==> src/rtl/vend_pkg.sv <==
// Shared types and helpers for the vend sequencer: FSM states, error codes,
// coin-unit decoding and the fixed price table.
package vend_pkg;

    localparam int NUM_SLOTS = 16;

    typedef enum logic [1:0] {
        IDLE     = 2'd0,
        CHECK    = 2'd1,
        DISPENSE = 2'd2,
        CHANGE   = 2'd3
    } state_t;

    typedef enum logic [1:0] {
        ERR_NONE     = 2'd0,
        ERR_SOLD_OUT = 2'd1,
        ERR_NO_FUNDS = 2'd2,
        ERR_JAM      = 2'd3
    } err_t;

    // Credit is kept in 5-cent units: 5c, 10c, 25c, 50c.
    function automatic logic [3:0] coin_units(input logic [1:0] code);
        case (code)
            2'd0:    return 4'd1;
            2'd1:    return 4'd2;
            2'd2:    return 4'd5;
            default: return 4'd10;
        endcase
    endfunction

    function automatic logic [4:0] price_of(input logic [3:0] slot);
        return {1'b0, slot} + 5'd2;
    endfunction

endpackage

==> src/rtl/vend_sequencer_if.sv <==
// Bundle of every vend_sequencer signal except clock and reset; the
// master side stimulates (keypad, coin acceptor, motor, hopper), the slave side is the controller.
interface vend_sequencer_if #(
    parameter int CREDIT_W = 8
);
    logic                valid_product;
    logic [3:0]          product_no;
    logic                coin_valid;
    logic [1:0]          coin_value;
    logic                cancel;
    logic                restock;
    logic                motor_done;
    logic                change_ack;
    logic                motor_start;
    logic [3:0]          motor_slot;
    logic                change_valid;
    logic [CREDIT_W-1:0] change_amount;
    logic                coin_reject;
    logic [CREDIT_W-1:0] credit;
    logic                busy;
    logic [1:0]          err_code;

    modport master (
        output valid_product, product_no, coin_valid, coin_value, cancel,
               restock, motor_done, change_ack,
        input  motor_start, motor_slot, change_valid, change_amount,
               coin_reject, credit, busy, err_code
    );

    modport slave (
        input  valid_product, product_no, coin_valid, coin_value, cancel,
               restock, motor_done, change_ack,
        output motor_start, motor_slot, change_valid, change_amount,
               coin_reject, credit, busy, err_code
    );

endinterface

==> src/rtl/stock_table.sv <==
// Per-slot stock counters with one read/modify port, a jam-restore increment
// and a bulk reload; reset loads every slot with STOCK_INIT.
module stock_table
    import vend_pkg::*;
#(
    parameter int STOCK_W    = 4,
    parameter int STOCK_INIT = 5
) (
    input  logic               clock,
    input  logic               reset,
    input  logic [3:0]         slot,
    input  logic               dec,
    input  logic               inc,
    input  logic               reload,
    output logic [STOCK_W-1:0] level
);

    logic [STOCK_W-1:0] stock [NUM_SLOTS];

    always_ff @(posedge clock or posedge reset) begin
        if (reset) begin
            for (int i = 0; i < NUM_SLOTS; i++) stock[i] <= STOCK_W'(STOCK_INIT);
        end else if (reload) begin
            for (int i = 0; i < NUM_SLOTS; i++) stock[i] <= STOCK_W'(STOCK_INIT);
        end else if (dec) begin
            stock[slot] <= stock[slot] - STOCK_W'(1);
        end else if (inc) begin
            stock[slot] <= stock[slot] + STOCK_W'(1);
        end
    end

    assign level = stock[slot];

endmodule

==> src/rtl/vend_sequencer.sv <==
// Top-level vend controller: credit accounting, price/stock check, motor
// start/done handshake with jam timeout, and change return to the hopper.
module vend_sequencer
    import vend_pkg::*;
#(
    parameter int CREDIT_W      = 8,
    parameter int MAX_CREDIT    = 200,
    parameter int STOCK_W       = 4,
    parameter int STOCK_INIT    = 5,
    parameter int MOTOR_TIMEOUT = 1000
) (
    input logic             clock,
    input logic             reset,
    vend_sequencer_if.slave bus
);

    localparam int TMO_W = $clog2(MOTOR_TIMEOUT + 1);

    state_t              state;
    err_t                err;
    logic [CREDIT_W-1:0] credit;
    logic [3:0]          slot;
    logic                motor_start_r;
    logic                coin_reject_r;
    logic [TMO_W-1:0]    tmo_cnt;

    logic [STOCK_W-1:0]  stock_level;
    logic [CREDIT_W-1:0] price;
    logic [CREDIT_W:0]   coin_sum;
    logic                coin_ok;
    logic [CREDIT_W-1:0] idle_credit;
    logic                can_buy;
    logic                tmo_last;
    logic                jam;

    assign price    = CREDIT_W'(price_of(slot));
    assign coin_sum = {1'b0, credit} + (CREDIT_W + 1)'(coin_units(bus.coin_value));
    assign coin_ok  = coin_sum <= (CREDIT_W + 1)'(MAX_CREDIT);

    // A coin landing in the same IDLE cycle as cancel/select is counted first.
    assign idle_credit = (bus.coin_valid && coin_ok) ? coin_sum[CREDIT_W-1:0] : credit;

    assign can_buy  = (stock_level != '0) && (credit >= price);
    assign tmo_last = tmo_cnt == TMO_W'(MOTOR_TIMEOUT - 1);
    assign jam      = (state == DISPENSE) && !bus.motor_done && tmo_last;

    stock_table #(
        .STOCK_W   (STOCK_W),
        .STOCK_INIT(STOCK_INIT)
    ) u_stock (
        .clock (clock),
        .reset (reset),
        .slot  (slot),
        .dec   ((state == CHECK) && can_buy),
        .inc   (jam),
        .reload((state == IDLE) && bus.restock),
        .level (stock_level)
    );

    always_ff @(posedge clock or posedge reset) begin
        if (reset) begin
            state         <= IDLE;
            err           <= ERR_NONE;
            credit        <= '0;
            slot          <= '0;
            motor_start_r <= 1'b0;
            coin_reject_r <= 1'b0;
            tmo_cnt       <= '0;
        end else begin
            motor_start_r <= 1'b0;
            coin_reject_r <= 1'b0;
            case (state)
                IDLE: begin
                    coin_reject_r <= bus.coin_valid && !coin_ok;
                    credit        <= idle_credit;
                    if (bus.cancel && (idle_credit != '0)) begin
                        err   <= ERR_NONE;
                        state <= CHANGE;
                    end else if (bus.valid_product) begin
                        slot  <= bus.product_no;
                        err   <= ERR_NONE;
                        state <= CHECK;
                    end
                end
                CHECK: begin
                    coin_reject_r <= bus.coin_valid;
                    if (stock_level == '0) begin
                        err   <= ERR_SOLD_OUT;
                        state <= IDLE;
                    end else if (credit < price) begin
                        err   <= ERR_NO_FUNDS;
                        state <= IDLE;
                    end else begin
                        credit        <= credit - price;
                        motor_start_r <= 1'b1;
                        tmo_cnt       <= '0;
                        state         <= DISPENSE;
                    end
                end
                DISPENSE: begin
                    coin_reject_r <= bus.coin_valid;
                    // A done pulse on the timeout cycle still counts as a good vend.
                    if (bus.motor_done) begin
                        state <= (credit != '0) ? CHANGE : IDLE;
                    end else if (tmo_last) begin
                        err    <= ERR_JAM;
                        credit <= credit + price;
                        state  <= CHANGE;
                    end else begin
                        tmo_cnt <= tmo_cnt + TMO_W'(1);
                    end
                end
                CHANGE: begin
                    coin_reject_r <= bus.coin_valid;
                    if (bus.change_ack) begin
                        credit <= '0;
                        state  <= IDLE;
                    end
                end
                default: state <= IDLE;
            endcase
        end
    end

    assign bus.motor_start   = motor_start_r;
    assign bus.motor_slot    = slot;
    assign bus.change_valid  = state == CHANGE;
    assign bus.change_amount = (state == CHANGE) ? credit : '0;
    assign bus.coin_reject   = coin_reject_r;
    assign bus.credit        = credit;
    assign bus.busy          = state != IDLE;
    assign bus.err_code      = err;

endmodule

==> src/flat_wrapper.sv <==
// flat-port wrapper written by rule: the top's interface ports become plain ports
module vend_sequencer_flat import vend_pkg::*;
#(
    parameter int CREDIT_W      = 8,
    parameter int MAX_CREDIT    = 200,
    parameter int STOCK_W       = 4,
    parameter int STOCK_INIT    = 5,
    parameter int MOTOR_TIMEOUT = 1000
)
  (clock, reset, bus_valid_product, bus_product_no, bus_coin_valid, bus_coin_value, bus_cancel, bus_restock, bus_motor_done, bus_change_ack, bus_motor_start, bus_motor_slot, bus_change_valid, bus_change_amount, bus_coin_reject, bus_credit, bus_busy, bus_err_code);
  vend_sequencer_if #(.CREDIT_W(CREDIT_W)) bus_i ();
  input logic clock;
  input logic reset;
  input wire logic [$bits(bus_i.valid_product)-1:0] bus_valid_product;
  input wire logic [$bits(bus_i.product_no)-1:0] bus_product_no;
  input wire logic [$bits(bus_i.coin_valid)-1:0] bus_coin_valid;
  input wire logic [$bits(bus_i.coin_value)-1:0] bus_coin_value;
  input wire logic [$bits(bus_i.cancel)-1:0] bus_cancel;
  input wire logic [$bits(bus_i.restock)-1:0] bus_restock;
  input wire logic [$bits(bus_i.motor_done)-1:0] bus_motor_done;
  input wire logic [$bits(bus_i.change_ack)-1:0] bus_change_ack;
  output wire logic [$bits(bus_i.motor_start)-1:0] bus_motor_start;
  output wire logic [$bits(bus_i.motor_slot)-1:0] bus_motor_slot;
  output wire logic [$bits(bus_i.change_valid)-1:0] bus_change_valid;
  output wire logic [$bits(bus_i.change_amount)-1:0] bus_change_amount;
  output wire logic [$bits(bus_i.coin_reject)-1:0] bus_coin_reject;
  output wire logic [$bits(bus_i.credit)-1:0] bus_credit;
  output wire logic [$bits(bus_i.busy)-1:0] bus_busy;
  output wire logic [$bits(bus_i.err_code)-1:0] bus_err_code;
  assign bus_i.valid_product = bus_valid_product;
  assign bus_i.product_no = bus_product_no;
  assign bus_i.coin_valid = bus_coin_valid;
  assign bus_i.coin_value = bus_coin_value;
  assign bus_i.cancel = bus_cancel;
  assign bus_i.restock = bus_restock;
  assign bus_i.motor_done = bus_motor_done;
  assign bus_i.change_ack = bus_change_ack;
  assign bus_motor_start = bus_i.motor_start;
  assign bus_motor_slot = bus_i.motor_slot;
  assign bus_change_valid = bus_i.change_valid;
  assign bus_change_amount = bus_i.change_amount;
  assign bus_coin_reject = bus_i.coin_reject;
  assign bus_credit = bus_i.credit;
  assign bus_busy = bus_i.busy;
  assign bus_err_code = bus_i.err_code;
  vend_sequencer #(.CREDIT_W(CREDIT_W), .MAX_CREDIT(MAX_CREDIT), .STOCK_W(STOCK_W), .STOCK_INIT(STOCK_INIT), .MOTOR_TIMEOUT(MOTOR_TIMEOUT)) u_core (.clock(clock), .reset(reset), .bus(bus_i));
endmodule
==> config.mk <==
export PLATFORM = sky130hd
export DESIGN_NAME = vend_sequencer_flat
export DESIGN_NICKNAME = d
export VERILOG_FILES = /design/src/rtl/vend_pkg.sv /design/src/rtl/vend_sequencer_if.sv /design/src/rtl/stock_table.sv /design/src/rtl/vend_sequencer.sv /design/src/flat_wrapper.sv
export SDC_FILE = /design/constraint.sdc
export NUM_CORES = 1
export LEC_CHECK = 0
export CAP_MARGIN = 15
export CORE_ASPECT_RATIO = 2
export CORE_MARGIN = 2
export CORE_UTILIZATION = 40
export CTS_BUF_LIST = sky130_fd_sc_hd__clkbuf_8
export CTS_CLUSTER_SIZE = 30
export DETAILED_ROUTE_END_ITERATION = 16
export PLACE_DENSITY = 0.56
export REMOVE_ABC_BUFFERS = 1
export SYNTH_ARGS = -nofsm -noshare
export SYNTH_HDL_FRONTEND = slang
export SYNTH_SLANG_ARGS = --single-unit
==> constraint.sdc <==
create_clock -name clock -period 6.55 [get_ports clock]
set_input_delay 0.655 -clock clock [delete_from_list [all_inputs] [get_ports clock]]
set_output_delay 0.655 -clock clock [all_outputs]
set_load 0.01 [all_outputs]
==> metrics.csv, run 1 <==
metric;value;unit
leakage power of the design;3.081;nW
Clock Path Buffers;2;
count of mapped cells out of synthesis;593;
Setup-failing EPs final;0;
Detail Route Antenna Nets;0;
Synth area leader;sky130_fd_sc_hd__dfrtp_1;
placement row count;63;
CTS root buffer;sky130_fd_sc_hd__clkbuf_8;
number of buffers inserted by post-CTS setup repair;0;
worst IR drop on VDD;248.8;uV
filler cell count in the final layout;1439;
number of buffers added on ports;39;
Avg WL per Cell;19.73;um
average vias per placed instance;5.814;
Hold Violations, Final;0;
fraction of synthesized cell area taken by the top area cell type;0.2500;
maxcap violations;0;
1st-pass router iterations;5;
final weighted congestion of routability-driven global placement;0.9325;
part of the Yosys area used for sequential elements;0.3900;
first-pass GRT wire length;26.28;mm
number of enable-type register cells in the synthesized netlist;0;
Final Critical Period;4134;ps
count of different cell masters after synthesis;71;
maximum number of pins on one net before global-route repair;66;
PwrDens;533.4;nW/um^2
initial cell density of the core;0.4074;
Area growth, synth to finish;12.42;%
most frequently used cell type in the post-synthesis netlist;sky130_fd_sc_hd__dfrtp_1;
die area;16070;um^2
required arrival time at the worst endpoint;6860;ps
cell area after layout;6751;um^2
final net count;654;
number of clock sinks;92;
CTS resizes;0;
CTS clk-pin slew, worst paths;100;ps
DRC violation count after routing;0;
number of H-tree branching levels;3;
Congestion Overflow GR;0;
Synth warnings;0;
clock tree from TritonCTS;yes;
die extent in y;177.3;um
Worst Path Arrival;4450;ps
Die W;90.65;um
fraction of synthesis flops using an asynchronous set or reset pin;1.000;
clock buffer count from CTS;9;
vias after detailed routing;4733;
fmax;0.2419;GHz
kind of launch point of the worst setup path;flop;
type of the worst setup path;flop to flop;
Placeable Area;14740;um^2
DRC violation total after the first TritonRoute iteration;172;
clk_skew;11.86;ps
sort of element at the end of the critical path;flop;
Post-Route Setup TNS;0;ps
Post-DP Area;6505;um^2
share of cells above drive strength 1;0.1664;
later-pin clock latency in the skew report;380;ps
unrepaired setup endpoints after global routing;false;
period utilization;0.6311;
count of pins on the block boundary;40;
Synth top cells by count;sky130_fd_sc_hd__dfrtp_1, sky130_fd_sc_hd__nor2_1, sky130_fd_sc_hd__nand2_1, sky130_fd_sc_hd__a21oi_1, sky130_fd_sc_hd__dfstp_2;
initial antenna violation count;0;
status;finished, final reports clean;
post-synthesis instance area;6006;um^2
Rel. slew slack;0.2682;
post-detailed-routing wire length;16.06;mm
Seq cells post-synth;92;
half-perimeter wire length after detailed placement;11.76;mm
number of global-route vias before repair;4943;
total routing resource utilization after global routing;0.2108;
worst hold-check path type;flop to flop;
commonest register cell after synthesis;sky130_fd_sc_hd__dfrtp_1;
Avg Synthesized Cell Area;10.13;um^2
Post-CTS Hold Fix Bufs;0;
Least-Margin Pin Slew;1095;ps
n_diodes;0;
maximum fanout count along the critical path;16;
total count of max-transition violations in the final report;0;
Synth area leaders;sky130_fd_sc_hd__dfrtp_1, sky130_fd_sc_hd__dfstp_2, sky130_fd_sc_hd__ha_1;
==> cell type report <==
class                      count  area, um^2  share of cell area
sequential                    92        2342              0.3469
timing repair buffer          47       455.4             0.06746
multi-input combinational    433        3364              0.4983
tap                          195       244.0             0.03614
clock buffer                  10       137.6             0.02039
clock inverter                 6       88.84             0.01316
inverter                      31       118.9             0.01761
==> placed cells by master (no fill, tap or decap), types with 15 or more instances in the layout <==
cell type,instances
sky130_fd_sc_hd__o21ai_1,17
sky130_fd_sc_hd__xnor2_1,15
sky130_fd_sc_hd__o211ai_1,17
sky130_fd_sc_hd__nand2_1,37
sky130_fd_sc_hd__a21oi_1,35
sky130_fd_sc_hd__dfstp_2,32
sky130_fd_sc_hd__dfrtp_1,60
sky130_fd_sc_hd__ha_1,23
sky130_fd_sc_hd__nor2_1,50
sky130_fd_sc_hd__mux2i_1,22
sky130_fd_sc_hd__inv_1,29
sky130_fd_sc_hd__clkdlybuf4s50_1,39
sky130_fd_sc_hd__and2_1,21
==> layer usage <==
| metal | up-vias | global-route usage | part of all wire |
|---|---|---|---|
| li1 | 2229 | - | - |
| met1 | 2329 | 0.2236 | 0.38 |
| met2 | 128 | 0.3877 | 0.54 |
| met3 | 47 | 0.03270 | 0.031 |
| met4 | 0 | 0.1269 | 0.049 |
| met5 | - | 0 | 0 |
==> critical path, stage by stage, from the launching register on <==
cell and delay (ps):
sky130_fd_sc_hd__dfrtp_1 750, sky130_fd_sc_hd__ha_1 360, sky130_fd_sc_hd__ha_1 400, sky130_fd_sc_hd__o21ba_2 160, sky130_fd_sc_hd__o21bai_1 120, sky130_fd_sc_hd__a31o_2 240
sky130_fd_sc_hd__a211oi_1 420, sky130_fd_sc_hd__nand2b_1 260, sky130_fd_sc_hd__mux2i_2 270, sky130_fd_sc_hd__mux2i_2 770, sky130_fd_sc_hd__a41o_1 300
==> metrics by stage <==
step / worst slack [ps] / util / std cells / power, mW / hold slack [ps]
after CTS: 2322 / 0.4567 / 812 / 3.608 / 506.6
after global placement: 2340 / 0.4413 / 796 / 3.112 / 486.4
after detailed placement: 2209 / 0.4413 / 796 / 3.156 / 492.9
after global routing: 2115 / 0.4580 / 814 / 3.876 / 519.4
after floorplan: 2478 / - / 556 / 2.435 / 475.8
final: 2416 / 0.4580 / 814 / 3.601 / 503.5
==> final timing paths <==
| check | start | end | slack [ps] | cells after the start |
|---|---|---|---|---|
| max | u_core.bus.motor_slot[1]$_DFFE_PP0P_ | u_core.u_stock.stock[63]$_DFFE_PP0P_ | 2420 | 10 |
| min | u_core.u_stock.stock[48]$_DFFE_PP1P_ | u_core.u_stock.stock[48]$_DFFE_PP1P_ | 500 | 2 |
| max reg2reg | u_core.bus.motor_slot[1]$_DFFE_PP0P_ | u_core.u_stock.stock[63]$_DFFE_PP0P_ | 2420 | 10 |
| min reg2reg | u_core.u_stock.stock[48]$_DFFE_PP1P_ | u_core.u_stock.stock[48]$_DFFE_PP1P_ | 500 | 2 |
| max in group asynchronous | reset | u_core.tmo_cnt[6]$_DFFE_PP0P_ | 4710 | 3 |
| min in group asynchronous | reset | u_core.bus.credit[1]$_DFFE_PP0P_ | 610 | 2 |
==> registers in the layout, indices dropped and copies added, names as in the netlist <==
signal and cells:
u_core.u_stock.stock 64, u_core.tmo_cnt 10, u_core.bus.credit 8, u_core.bus.motor_slot 4
u_core.bus.err_code 2, u_core.state 2, u_core.bus.coin_reject 1, u_core.bus.motor_start 1
==> power by group <==
group / switching (mW) / internal, mW
clock: 0.216 / 0.225
sequential: 0.205 / 0.799
combinational: 1.29 / 0.868
==> kinds of logic after synthesis <==
logic type | share of synthesized area
flops | 0.3900
compound gates | 0.1748
fa+ha+maj | 0.05792
xor+xnor | 0.02917
simple gates | 0.1646
mux | 0.1338
buf+inv | 0.04979
Power figures use the tool's default switching activity.
==> inputs of run 2 (changes only) <==
==> constraint.sdc (replaced) <==
create_clock -name clock -period 4.2 [get_ports clock]
set_input_delay 0.42 -clock clock [delete_from_list [all_inputs] [get_ports clock]]
set_output_delay 0.42 -clock clock [all_outputs]
set_load 0.01 [all_outputs]
==> run 2 against run 1 <==
Largest power group unchanged. Die area stayed put. Via count is 0.27% lower. Combinational power is 65% higher. Cell count is 2.5% higher. Power is 60% higher. Register-to-register slack worse by 2100 ps. Utilization is 1.1 points higher. Clock skew is 1.2 ps lower. Sequential power is 51% higher. Hold slack worse by 25 ps.
==> metrics.csv, run 2 (synthesized netlist as in run 1, its figures left out) <==
metric;value;unit
status;finished, final reports clean;
CTS clk-pin slew, worst paths;90;ps
required arrival time at the worst endpoint;4460;ps
Post-DP Area;6675;um^2
footprint of the flip-flops and latches;2342;um^2
count of pins on the block boundary;40;
dpl cells;817;
placement row count;63;
Post-Place Setup Slack;125.9;ps
total count of max-transition violations in the final report;0;
crit path setup slack, layout;364.5;ps
Congestion Overflow GR;0;
Setup-failing EPs final;0;
Sw Ratio;0.4642;
Final Critical Period;3836;ps
top library cells by usage in the layout, fill and taps aside;sky130_fd_sc_hd__dfrtp_1, sky130_fd_sc_hd__nor2_1, sky130_fd_sc_hd__clkdlybuf4s50_1, sky130_fd_sc_hd__nand2_1, sky130_fd_sc_hd__a21oi_1;
fmax;0.2607;GHz
period utilization;0.9132;
clk_skew;10.67;ps
Placeable Area;14740;um^2
critical path launch point;u_core.bus.motor_slot[0]$_DFFE_PP0P_;
proportion of power drawn by combinational gates;0.618;
filler cell count in the final layout;1420;
clock buffer count from CTS;9;
first-pass GRT wire length;26.30;mm
half-perimeter wire length after detailed placement;12.13;mm
Area growth, synth to finish;15.08;%
combined area of the multi-input logic cells;3364;um^2
1st-pass router iterations;4;
Post-CTS Hold Fix Bufs;0;
share of total power in the clock network;0.118;
die extent in y;177.3;um
Detail Route Antenna Nets;0;
Rel. slew slack;0.3004;
total routing resource utilization after global routing;0.2086;
Worst Path Arrival;4090;ps
number of clock sinks;92;
Hold Violations, Final;0;
n_diodes;0;
reg-to-reg critical path startpoint;u_core.bus.motor_slot[0]$_DFFE_PP0P_;
number of H-tree branching levels;3;
worst IR drop on VDD;393.6;uV
count of placed standard cells in the final layout, fillers left out;834;
type of the worst setup path;flop to flop;
number of buffers added on ports;39;
flip-flop count of the largest register, all copies and words added;64;
worst hold-check path type;input pin to async pin;
share of total power in sequential cells;0.263;
vias after detailed routing;4720;
register containing the most flip-flops in the final layout;u_core.u_stock.stock;
number of global-route vias before repair;5041;
leakage power of the design;3.183;nW
Die W;90.65;um
cell area after layout;6912;um^2
maxcap violations;0;
maximum fanout count along the critical path;26;
Post-Route Setup TNS;0;ps
clock tree from TritonCTS;yes;
initial antenna violation count;0;
Int Pwr;3.082;mW
number of buffers inserted by post-CTS setup repair;0;
die area;16070;um^2
Avg WL per Cell;19.25;um
PwrDens;832.3;nW/um^2
share of cells above drive strength 1;0.1941;
maximum number of pins on one net before global-route repair;40;
Clock Path Buffers;2;
CTS root buffer;sky130_fd_sc_hd__clkbuf_8;
DRC violation total after the first TritonRoute iteration;191;
sort of element at the end of the critical path;flop;
switching power of the nets;2.670;mW
largest registers;u_core.u_stock.stock (64), u_core.tmo_cnt (10), u_core.bus.credit (8);
most common cell after layout, fill and taps aside;sky130_fd_sc_hd__dfrtp_1;
initial cell density of the core;0.4074;
average vias per placed instance;5.659;
Least-Margin Pin Slew;1049;ps
later-pin clock latency in the skew report;360;ps
final net count;674;
post-detailed-routing wire length;16.05;mm
unrepaired setup endpoints after global routing;false;
CTS resizes;0;
final weighted congestion of routability-driven global placement;0.9104;
DRC violation count after routing;0;
kind of launch point of the worst setup path;flop;
## run 2: layer usage
| metal | up-vias | part of all wire | track usage |
|---|---|---|---|
| met2 | 91 | 0.58 | 0.4142 |
| met5 | - | 0 | 0 |
| met1 | 2349 | 0.37 | 0.2166 |
| met3 | 20 | 0.024 | 0.02335 |
| met4 | 0 | 0.030 | 0.08782 |
| li1 | 2260 | - | - |
## run 2: cell type report
| type | count | share of cell area |
|---|---|---|
| clock buffers | 9 | 0.01792 |
| inverters | 31 | 0.01720 |
| repair buffers | 67 | 0.08979 |
| well taps | 195 | 0.03530 |
| multi-input cells | 433 | 0.4868 |
| clock inverters | 7 | 0.01412 |
| flip-flops and latches | 92 | 0.3389 |
## run 2: final timing paths
path,end,slack (ps),cells after the start
max,u_core.u_stock.stock[31]$_DFFE_PP0P_,360,11
min,u_core.u_stock.stock[55]$_DFFE_PP0P_,480,2
max reg2reg,u_core.u_stock.stock[31]$_DFFE_PP0P_,360,11
min reg2reg,u_core.u_stock.stock[8]$_DFFE_PP1P_,500,2
max in group asynchronous,u_core.u_stock.stock[38]$_DFFE_PP1P_,2840,3
min in group clock,u_core.u_stock.stock[8]$_DFFE_PP1P_,500,2
## run 2: power by group through the flow
stage	Clock [mW]	Combinational, mW	Sequential, mW
floorplan	0	2.23	1.56
global placement	0	3.51	1.52
detailed placement	0	3.56	1.53
CTS	0.703	3.57	1.51
global route	0.737	3.92	1.55
finish	0.681	3.56	1.51
## run 2: critical path: stages (launching register included)
cell and delay (ps):
sky130_fd_sc_hd__dfrtp_1 420, sky130_fd_sc_hd__buf_12 190, sky130_fd_sc_hd__ha_1 230, sky130_fd_sc_hd__fa_1 410, sky130_fd_sc_hd__o21ba_2 230, sky130_fd_sc_hd__o21bai_1 160, sky130_fd_sc_hd__a31o_2 150, sky130_fd_sc_hd__a211oi_1 120
sky130_fd_sc_hd__o21ai_2 850, sky130_fd_sc_hd__nand3_1 440, sky130_fd_sc_hd__and3_1 310, sky130_fd_sc_hd__a41o_1 200
## run 2: stage by stage
step	total power [mW]	utilization	hold slack [ps]
6_report	5.752	0.4689	478.7
2_1_floorplan	3.797	-	475.8
5_1_grt	6.209	0.4689	529.7
3_5_place_dp	5.093	0.4528	492.6
3_3_place_gp	5.030	0.4528	487.0
4_1_cts	5.790	0.4679	495.6
==> inputs of run 3 (changes only) <==
--- a/config.mk
+++ b/config.mk
@@ -8,11 +8,11 @@
 export CAP_MARGIN = 15
 export CORE_ASPECT_RATIO = 2
 export CORE_MARGIN = 2
-export CORE_UTILIZATION = 40
+export CORE_UTILIZATION = 45
 export CTS_BUF_LIST = sky130_fd_sc_hd__clkbuf_8
 export CTS_CLUSTER_SIZE = 30
 export DETAILED_ROUTE_END_ITERATION = 16
-export PLACE_DENSITY = 0.56
+export PLACE_DENSITY = 0.61
 export REMOVE_ABC_BUFFERS = 1
 export SYNTH_ARGS = -nofsm -noshare
 export SYNTH_HDL_FRONTEND = slang
==> run 3 against run 2 <==
First-iteration DRC count grew 10%. Via count grew 1.9%. Utilization grew 5.6 points. Maximum frequency shrank 1.2%.
==> metrics.csv, run 3 (synthesized netlist as in run 1, its figures left out) <==
metric;value;unit
status;finished, final reports clean;
placement row count;59;
average vias per placed instance;6.073;
Least-Margin Pin Slew;1077;ps
PwrDens;833.1;nW/um^2
clock buffer count from CTS;9;
count of pins on the block boundary;40;
Final Critical Period;3882;ps
reg-to-reg critical path startpoint;u_core.bus.motor_slot[0]$_DFFE_PP0P_;
Die W;85.69;um
Post-Route Setup TNS;0;ps
final hold slack;466.3;ps
post-detailed-routing wire length;15.75;mm
die area;14340;um^2
clock tree from TritonCTS;yes;
share of total power in the clock network;0.100;
number of buffers added on ports;39;
most common cell after layout, fill and taps aside;sky130_fd_sc_hd__dfrtp_1;
die extent in y;167.4;um
final net count;675;
Detail Route Antenna Nets;0;
1st-pass router iterations;5;
later-pin clock latency in the skew report;390;ps
maximum number of pins on one net before global-route repair;46;
initial cell density of the core;0.4622;
vias after detailed routing;4810;
Int Pwr;2.962;mW
Placeable Area;12990;um^2
number of H-tree branching levels;3;
DRC violation total after the first TritonRoute iteration;211;
flip-flop count of the largest register, all copies and words added;64;
initial antenna violation count;0;
worst hold-check path type;input pin to async pin;
number of global-route vias before repair;4991;
proportion of power drawn by combinational gates;0.639;
Post-CTS Hold Fix Bufs;0;
reg2reg end;u_core.u_stock.stock[47]$_DFFE_PP0P_;
top library cells by usage in the layout, fill and taps aside;sky130_fd_sc_hd__dfrtp_1, sky130_fd_sc_hd__nor2_1, sky130_fd_sc_hd__clkdlybuf4s50_1, sky130_fd_sc_hd__nand2_1, sky130_fd_sc_hd__a21oi_1;
unrepaired setup endpoints after global routing;false;
required arrival time at the worst endpoint;4480;ps
fmax;0.2576;GHz
worst IR drop on VDD;423.0;uV
first-pass GRT wire length;25.91;mm
sort of element at the end of the critical path;flop;
Rel. slew slack;0.2820;
clk_skew;17.07;ps
critical path launch point;u_core.bus.motor_slot[0]$_DFFE_PP0P_;
Setup-failing EPs final;0;
Hold Violations, Final;0;
total routing resource utilization after global routing;0.2311;
half-perimeter wire length after detailed placement;11.82;mm
share of total power in sequential cells;0.261;
Clock Path Buffers;2;
CTS clk-pin slew, worst paths;90;ps
largest registers;u_core.u_stock.stock (64), u_core.tmo_cnt (10), u_core.bus.credit (8);
maximum fanout count along the critical path;24;
switching power of the nets;2.717;mW
type of the worst setup path;flop to flop;
utilization after layout;0.5247;
number of clock sinks;92;
maxcap violations;0;
Avg WL per Cell;19.88;um
register containing the most flip-flops in the final layout;u_core.u_stock.stock;
CTS resizes;0;
final weighted congestion of routability-driven global placement;0.8843;
DRC violation count after routing;0;
kind of launch point of the worst setup path;flop;
share of cells above drive strength 1;0.1953;
Final Power;5.679;mW
Register-to-Register Setup Slack;320;ps
Post-DP Area;6629;um^2
Sw Ratio;0.4785;
Area growth, synth to finish;13.50;%
filler cell count in the final layout;1207;
n_diodes;0;
Congestion Overflow GR;0;
total count of max-transition violations in the final report;0;
CTS root buffer;sky130_fd_sc_hd__clkbuf_8;
Worst Path Arrival;4160;ps
leakage power of the design;3.167;nW
cell area after layout;6817;um^2
number of cells on the worst reg-to-reg path;11;
number of buffers inserted by post-CTS setup repair;0;
period utilization;0.9244;
-- run 3: cell types whose count changed in the layout (fill, tap and decap cells not counted), sizes merged --
cell / previous run / this run
inv: 31 / 32
bufinv: 2 / 0
buf: 28 / 29
clkinv: 4 / 5
-- run 3: how the worst max path moves through the flow --
stage,to,slack [ps],cells after the start
detailed placement,u_core.bus.motor_slot[2]$_DFFE_PP0P_,110,13
CTS,u_core.u_stock.stock[47]$_DFFE_PP0P_,330,11
floorplan,u_core.u_stock.stock[23]$_DFFE_PP0P_,130,10
finish,u_core.u_stock.stock[47]$_DFFE_PP0P_,320,11
global route,u_core.u_stock.stock[47]$_DFFE_PP0P_,30,11
global placement,u_core.bus.motor_slot[0]$_DFFE_PP0P_,250,13
-- run 3: final cells by class --
| class | count | area (um^2) | area share |
|---|---|---|---|
| flip-flops and latches | 92 | 2342 | 0.3436 |
| well taps | 152 | 190.2 | 0.02790 |
| clock inverters | 7 | 48.80 | 0.007159 |
| repair buffers | 68 | 628.1 | 0.09214 |
| clock buffers | 9 | 123.9 | 0.01817 |
| inverters | 31 | 118.9 | 0.01744 |
| multi-input cells | 433 | 3364 | 0.4936 |
-- run 3: critical path, cell delays in order, from the launching register on --
cell and delay [ps]:
sky130_fd_sc_hd__dfrtp_1 400, sky130_fd_sc_hd__buf_12 170, sky130_fd_sc_hd__ha_1 220, sky130_fd_sc_hd__fa_1 400
sky130_fd_sc_hd__o21ba_2 220, sky130_fd_sc_hd__o21bai_1 190, sky130_fd_sc_hd__a31o_2 150, sky130_fd_sc_hd__a211oi_1 120
sky130_fd_sc_hd__o21ai_2 870, sky130_fd_sc_hd__nand3_1 470, sky130_fd_sc_hd__and3_1 330, sky130_fd_sc_hd__a41o_1 190
-- run 3: routing by layer --
metal / up-vias / part of all wire / track usage
li1: 2268 / - / -
met1: 2364 / 0.38 / 0.2557
met2: 139 / 0.55 / 0.4195
met3: 39 / 0.032 / 0.02415
met4: 0 / 0.045 / 0.1291
met5: - / 0 / 0
-- run 3: power by group through the flow --
stage / registers (mW) / logic (mW) / clock network [mW]
after floorplan: 1.56 / 2.23 / 0
after global placement: 1.48 / 3.54 / 0
after detailed placement: 1.50 / 3.61 / 0
after CTS: 1.48 / 3.63 / 0.576
after global routing: 1.52 / 3.96 / 0.622
final: 1.48 / 3.63 / 0.568
-- run 3: per-stage QoR --
| stage | instances | setup slack, ps |
|---|---|---|
| detailed placement | 775 | 111.4 |
| finish | 792 | 317.6 |
| global route | 792 | 31.97 |
| floorplan | 556 | 128.0 |
| CTS | 791 | 326.7 |
| global placement | 775 | 253.5 |
